### src/rtl/sync_channel_pkg.sv
// Shared types and helpers for the clocked receiver of the signed-data channel.
package sync_channel_pkg;

  typedef enum logic [1:0] {
    StWaitNeutral = 2'd0,
    StIdle        = 2'd1,
    StReq         = 2'd2
  } state_e;

  localparam int unsigned DefaultSyncStages = 2;
  localparam int unsigned DefaultDepth      = 2;

  function automatic int unsigned ptr_inc(input int unsigned ptr, input int unsigned depth);
    return (ptr + 1 >= depth) ? 0 : ptr + 1;
  endfunction

endpackage

### src/rtl/chan_valid_sync.sv
// Flop-chain synchroniser for channel validity, plus a marker that tells when the chain
// holds real samples rather than its reset value.
module chan_valid_sync #(
  parameter int unsigned SyncStages = 2
) (
  input  logic i_clk,
  input  logic i_reset,
  input  logic i_async,
  output logic o_sync,
  output logic o_primed
);

  logic [SyncStages-1:0] r_chain;
  logic [SyncStages-1:0] r_prime;

  always_ff @(posedge i_clk) begin
    if (i_reset) begin
      r_chain <= '0;
      r_prime <= '0;
    end else begin
      r_chain <= {r_chain[SyncStages-2:0], i_async};
      r_prime <= {r_prime[SyncStages-2:0], 1'b1};
    end
  end

  assign o_sync   = r_chain[SyncStages-1];
  assign o_primed = r_prime[SyncStages-1];

endmodule

### src/rtl/sync_channel_receiver.sv
// Receives tokens from an asynchronous signed-data channel sender and presents them as a
// valid/ready stream through a small FIFO.
module sync_channel_receiver
  import sync_channel_pkg::*;
#(
  parameter int unsigned BitWidth   = 8,
  parameter int unsigned Depth      = DefaultDepth,
  parameter int unsigned SyncStages = DefaultSyncStages
) (
  input  logic                       i_clk,
  input  logic                       i_reset,
  input  logic signed [BitWidth:0]   i_l_data,
  output logic                       o_l_enable,
  output logic [BitWidth-1:0]        o_out_data,
  output logic                       o_out_valid,
  input  logic                       i_out_ready,
  output logic [$clog2(Depth+1)-1:0] o_count,
  output logic                       o_proto_err
);

  localparam int unsigned CntW = $clog2(Depth + 1);
  localparam int unsigned PtrW = (Depth > 1) ? $clog2(Depth) : 1;

  state_e              r_state;
  state_e              w_state_d;
  logic                w_valid_s;
  logic                w_primed;
  logic                w_pop;
  logic                w_capture;
  logic                w_space;
  logic [PtrW-1:0]     r_wr_ptr;
  logic [PtrW-1:0]     r_rd_ptr;
  logic [CntW-1:0]     r_count;
  logic                r_proto_err;
  logic [BitWidth-1:0] r_mem [Depth];

  chan_valid_sync #(
    .SyncStages(SyncStages)
  ) u_valid_sync (
    .i_clk   (i_clk),
    .i_reset (i_reset),
    .i_async (~i_l_data[BitWidth]),
    .o_sync  (w_valid_s),
    .o_primed(w_primed)
  );

  assign w_pop     = (r_count != '0) && i_out_ready;
  assign w_capture = (r_state == StReq) && w_valid_s;
  assign w_space   = (r_count < CntW'(Depth)) || w_pop;

  always_ff @(posedge i_clk) begin
    if (i_reset) begin
      r_state <= StWaitNeutral;
    end else begin
      r_state <= w_state_d;
    end
  end

  // Leaving WaitNeutral needs a primed chain, so a token held across reset is not
  // mistaken for neutral by the freshly cleared synchroniser.
  always_comb begin
    w_state_d = r_state;
    unique case (r_state)
      StWaitNeutral: if (w_primed && !w_valid_s) w_state_d = StIdle;
      StIdle: begin
        if (w_valid_s)    w_state_d = StWaitNeutral;
        else if (w_space) w_state_d = StReq;
      end
      StReq:   if (w_valid_s) w_state_d = StWaitNeutral;
      default: w_state_d = StWaitNeutral;
    endcase
  end

  always_comb begin
    o_l_enable = (r_state == StReq);
  end

  always_ff @(posedge i_clk) begin
    if (i_reset) begin
      r_wr_ptr    <= '0;
      r_rd_ptr    <= '0;
      r_count     <= '0;
      r_proto_err <= 1'b0;
    end else begin
      if (w_capture) r_wr_ptr <= PtrW'(ptr_inc(32'(r_wr_ptr), Depth));
      if (w_pop)     r_rd_ptr <= PtrW'(ptr_inc(32'(r_rd_ptr), Depth));
      if (w_capture && !w_pop)      r_count <= r_count + 1'b1;
      else if (!w_capture && w_pop) r_count <= r_count - 1'b1;
      if ((r_state == StIdle) && w_valid_s) r_proto_err <= 1'b1;
    end
  end

  always_ff @(posedge i_clk) begin
    if (w_capture && !i_reset) r_mem[r_wr_ptr] <= i_l_data[BitWidth-1:0];
  end

  assign o_out_data  = r_mem[r_rd_ptr];
  assign o_out_valid = (r_count != '0);
  assign o_count     = r_count;
  assign o_proto_err = r_proto_err;

endmodule
### config.mk
export PLATFORM = sky130hd
export DESIGN_NAME = sync_channel_receiver
export DESIGN_NICKNAME = d
export VERILOG_FILES = /design/src/rtl/sync_channel_pkg.sv /design/src/rtl/chan_valid_sync.sv /design/src/rtl/sync_channel_receiver.sv
export SDC_FILE = /design/constraint.sdc
export NUM_CORES = 1
export LEC_CHECK = 0
export ABC_AREA = 0
export CORE_MARGIN = 2
export CORE_UTILIZATION = 47
export DETAILED_ROUTE_END_ITERATION = 10
export HOLD_SLACK_MARGIN = 0.03
export PLACE_DENSITY_LB_ADDON = 0.08
export SKIP_CTS_REPAIR_TIMING = 1
export SLEW_MARGIN = 20
export SYNTH_ARGS = -nofsm -noshare
export SYNTH_HDL_FRONTEND = slang
export SYNTH_HIERARCHICAL = 1
export SYNTH_SLANG_ARGS = --single-unit
### constraint.sdc
create_clock -name i_clk -period 1.9 [get_ports i_clk]
set_input_delay 0.475 -clock i_clk [delete_from_list [all_inputs] [get_ports i_clk]]
set_output_delay 0.475 -clock i_clk [all_outputs]
set_load 0.01 [all_outputs]
==> results of run 1 <==
==> logic make-up (layout without fill, tap and decap cells) <==
logic type	count (synthesis)	after routing	share of synthesized area, %
flip-flops	28	28	70.67
AND/OR/NAND/NOR	18	18	10.06
multiplexers	9	9	9.816
buffers and inverters	6	38	2.330
AO/OA/AOI/OAI	5	5	2.454
XOR/XNOR	4	4	3.435
adder cells (fa/ha/maj)	1	1	1.227
==> synth_stat cells <==
library cell / count / share of area [%]
sky130_fd_sc_hd__mux2i_1: 1 / 0.98
sky130_fd_sc_hd__xor2_1: 4 / 3.4
sky130_fd_sc_hd__or3_1: 1 / 0.61
sky130_fd_sc_hd__nor2b_1: 5 / 3.1
sky130_fd_sc_hd__or2_2: 1 / 0.61
sky130_fd_sc_hd__nor4b_1: 1 / 0.86
sky130_fd_sc_hd__dfxtp_1: 12 / 24
sky130_fd_sc_hd__nor2_1: 5 / 1.8
sky130_fd_sc_hd__inv_1: 4 / 1.5
sky130_fd_sc_hd__clkbuf_1: 1 / 0.37
sky130_fd_sc_hd__o21ai_0: 2 / 0.98
sky130_fd_sc_hd__a21oi_1: 3 / 1.5
sky130_fd_sc_hd__ha_1: 1 / 1.2
sky130_fd_sc_hd__nor3b_1: 1 / 0.74
sky130_fd_sc_hd__nand3b_1: 1 / 0.74
sky130_fd_sc_hd__nor3_1: 2 / 0.98
sky130_fd_sc_hd__edfxtp_1: 16 / 47
sky130_fd_sc_hd__nand2b_1: 1 / 0.61
sky130_fd_sc_hd__buf_2: 1 / 0.49
sky130_fd_sc_hd__mux2_2: 8 / 8.8
==> state kept, by name (all words and copies together) (netlist names), named ones only <==
register / flops
r_wr_ptr: 1
o_count: 2
r_rd_ptr: 1
o_proto_err: 1
r_state: 2
u_valid_sync/r_prime: 2
u_valid_sync/r_chain: 2
r_mem: 16
==> final cells by class <==
type / count / area [sq um]
multi-input cells: 37 / 277.8
clock buffers: 3 / 22.52
inverters: 4 / 15.01
clock inverters: 1 / 3.754
repair buffers: 30 / 322.8
well taps: 27 / 33.78
fillers: 150 / 600.6
flip-flops and latches: 28 / 725.7
==> metal layers <==
layer  wire, um  vias up
met5          0        -
met2        740       19
met1        738      298
met4         52        0
met3         97        4
li1           -      311
==> worst max-delay path by stage <==
stage                start            end  depth (start not counted)  slack [ns]
5_1_grt           register  o_out_data[0]                          3        0.05
2_1_floorplan      i_reset    r_mem[1][0]                          2        0.15
6_report          register  o_out_data[0]                          3        0.12
4_1_cts           register  o_out_data[2]                          3       -0.23
3_5_place_dp   i_out_ready     o_count[1]                          5       -0.07
3_3_place_gp   i_out_ready     o_count[1]                          5       -0.02
==> metrics by stage <==
step	worst slack [ns]	cell area [sq um]	power, mW	hold WS [ns]	setup TNS, ns
after global routing	0.05331	1401	1.213	0.4659	0
final	0.1208	1401	1.159	0.4508	0
after floorplan	0.1487	1020	0.8033	0.4138	0
after detailed placement	-0.06552	1343	0.9408	0.4259	-0.06552
after global placement	-0.01779	1343	0.9358	0.4214	-0.01779
after CTS	-0.2323	1369	1.174	0.4599	-1.931
==> power breakdown <==
| part | internal [mW] | switching, mW | total (mW) |
|---|---|---|---|
| sequential | 0.667 | 0.0218 | 0.689 |
| combinational | 0.149 | 0.0843 | 0.234 |
| clock | 0.0770 | 0.159 | 0.236 |
| total | 0.894 | 0.265 | 1.16 |
==> impl_metrics.toml, run 1 <==
[global_routing]
via_count_of_the_first_global_routing_pass = 609
groute.usage.overall_pct = 14.41
wire_length_of_the_first_global_routing_pass_mm = 2.635
grt_max_degree = 16
globalRouteMet1Util_pct = 17.77
global_route.usage.met3_pct = 2.976
grt.met2_usage_pct = 22.81
overflow = 0
grt_antenna_before_repair = 0
grt_busiest_layer = "met2"

[layout]
finalNetCount = 117
syn2layout_area_growth_pct = 37.42
final_cell_mix = "sky130_fd_sc_hd__edfxtp_1 (16), sky130_fd_sc_hd__clkdlybuf4s50_1 (14), sky130_fd_sc_hd__dlymetal6s2s_1 (10), sky130_fd_sc_hd__mux2_2 (8), sky130_fd_sc_hd__dfxtp_1 (8)"
final_cell_count_no_fill = 130
final_common_cell = "sky130_fd_sc_hd__edfxtp_1"
layout_cell_share_with_drive_strength_beyond_1_pct = 22.33
n_antenna_cell = 0
postLayoutCoreUtil_pct = 70.00

[detailed_routing]
initialDrtViolationCount = 7
num_vias = 632
vias_per_std_cell = 4.862
ant_nets = 0
route.detailed.wl_per_inst_um = 12.53
drtPass1Iterations = 3
detail_route.wirelength_mm = 1.629
dr_drc_count = 0

[hold_path]
worstHoldEndpoint = "r_state[0]"
worst_hold_path_stage_count = 1
hold_path_startpoint = "r_state[1]"
holdCritPathClass = "reg2reg"

[clock_tree]
tritoncts.num_buffers = 3
tritoncts_clock_tree = "done"
clock_tree.root_cell = "sky130_fd_sc_hd__clkbuf_4"
worst_skew_pair.late_latency_ns = 0.32
clkSlewWorstSetupHoldPaths_ns = 0.13
clock_path_buffers = 2
clkSinkCount = 28
cts_max_level = 1

[logic_synthesis]
ys_seq_elements = 28
post_synth_net_total = 84
syn_area_per_cell_sq_um = 14.36
yosysSeqAreaShare_pct = 70.67
synth.lib_cells_used.distinct = 20
synthesis.instances = 71
synth_area_sq_mm = 0.001020
yosys_warnings = 6

[power]
vdd_ir_drop_max_v = 0.0005161
power.static_leakage_nw = 0.6141
power-per-cell-area_mw_per_mm2 = 826.8

[worst_setup_path]
cp.required_ns = 1.42
critical_path.startpoint_type = "register"
cp_num_buf_inv = 2
critical-path-top-delay-family = "flip-flops"
worst-r2r-cell-count = 5
cp_slowest_stage_delay_ns = 0.37
timing.critical_path.cells = "buf_12 -> mux2_2 -> dlymetal6s2s_1"
timing.critical_path.arrival_ns = 1.30
path_max_fanout = 8
critical_path.slowest_cell = "sky130_fd_sc_hd__dfxtp_2"
endpoint_kind = "primary output"
timing.rr.start = "r_state[0]"
rr_endpoint = "o_count[1]"
worst-setup-path-type = "reg2out"
r2r_setup_slack_ns = 0.36

[timing]
layout_worst_path_cycle_share_pct = 93.64
finalMaxSlewViolations = 0
slew_headroom_pct = 83.66
hold_violation_total_from_the_final_report = 0
finClkSkew_ns = 0.001582
setup_viol = 0
fmaxAchievable_ghz = 0.5621
worst_slew_pin_slew_ns = 0.2425
rsz0062_at_grt = "false"
final_period_minus_worst_setup_slack_ns = 1.779

[place]
hpwlAfterDp_mm = 1.105
portBuffers = 24
gp_congestion = 0.6587
placed_cells = 126

[die]
die_area_sq_mm = 0.002558
effective_utilization_at_floorplan_pct = 50.94
row_count = 16
die_x_um = 50.58
die_height_um = 50.58
core_area_sq_mm = 0.002002
boundaryPins = 25

[run_status]
status = "finished, final reports clean"

[run]
cap_violations = 0
No activity file was read; power rests on OpenSTA's default activity.
==> inputs of run 2 (changes only) <==
--- a/config.mk
+++ b/config.mk
@@ -12,6 +12,7 @@
 export HOLD_SLACK_MARGIN = 0.03
 export PLACE_DENSITY_LB_ADDON = 0.08
 export SKIP_CTS_REPAIR_TIMING = 1
+export SKIP_LAST_GASP = 1
 export SLEW_MARGIN = 20
 export SYNTH_ARGS = -nofsm -noshare
 export SYNTH_HDL_FRONTEND = slang
==> results of run 2 <==
No change in the layout: final DEF, timing and power equal those of run 1.
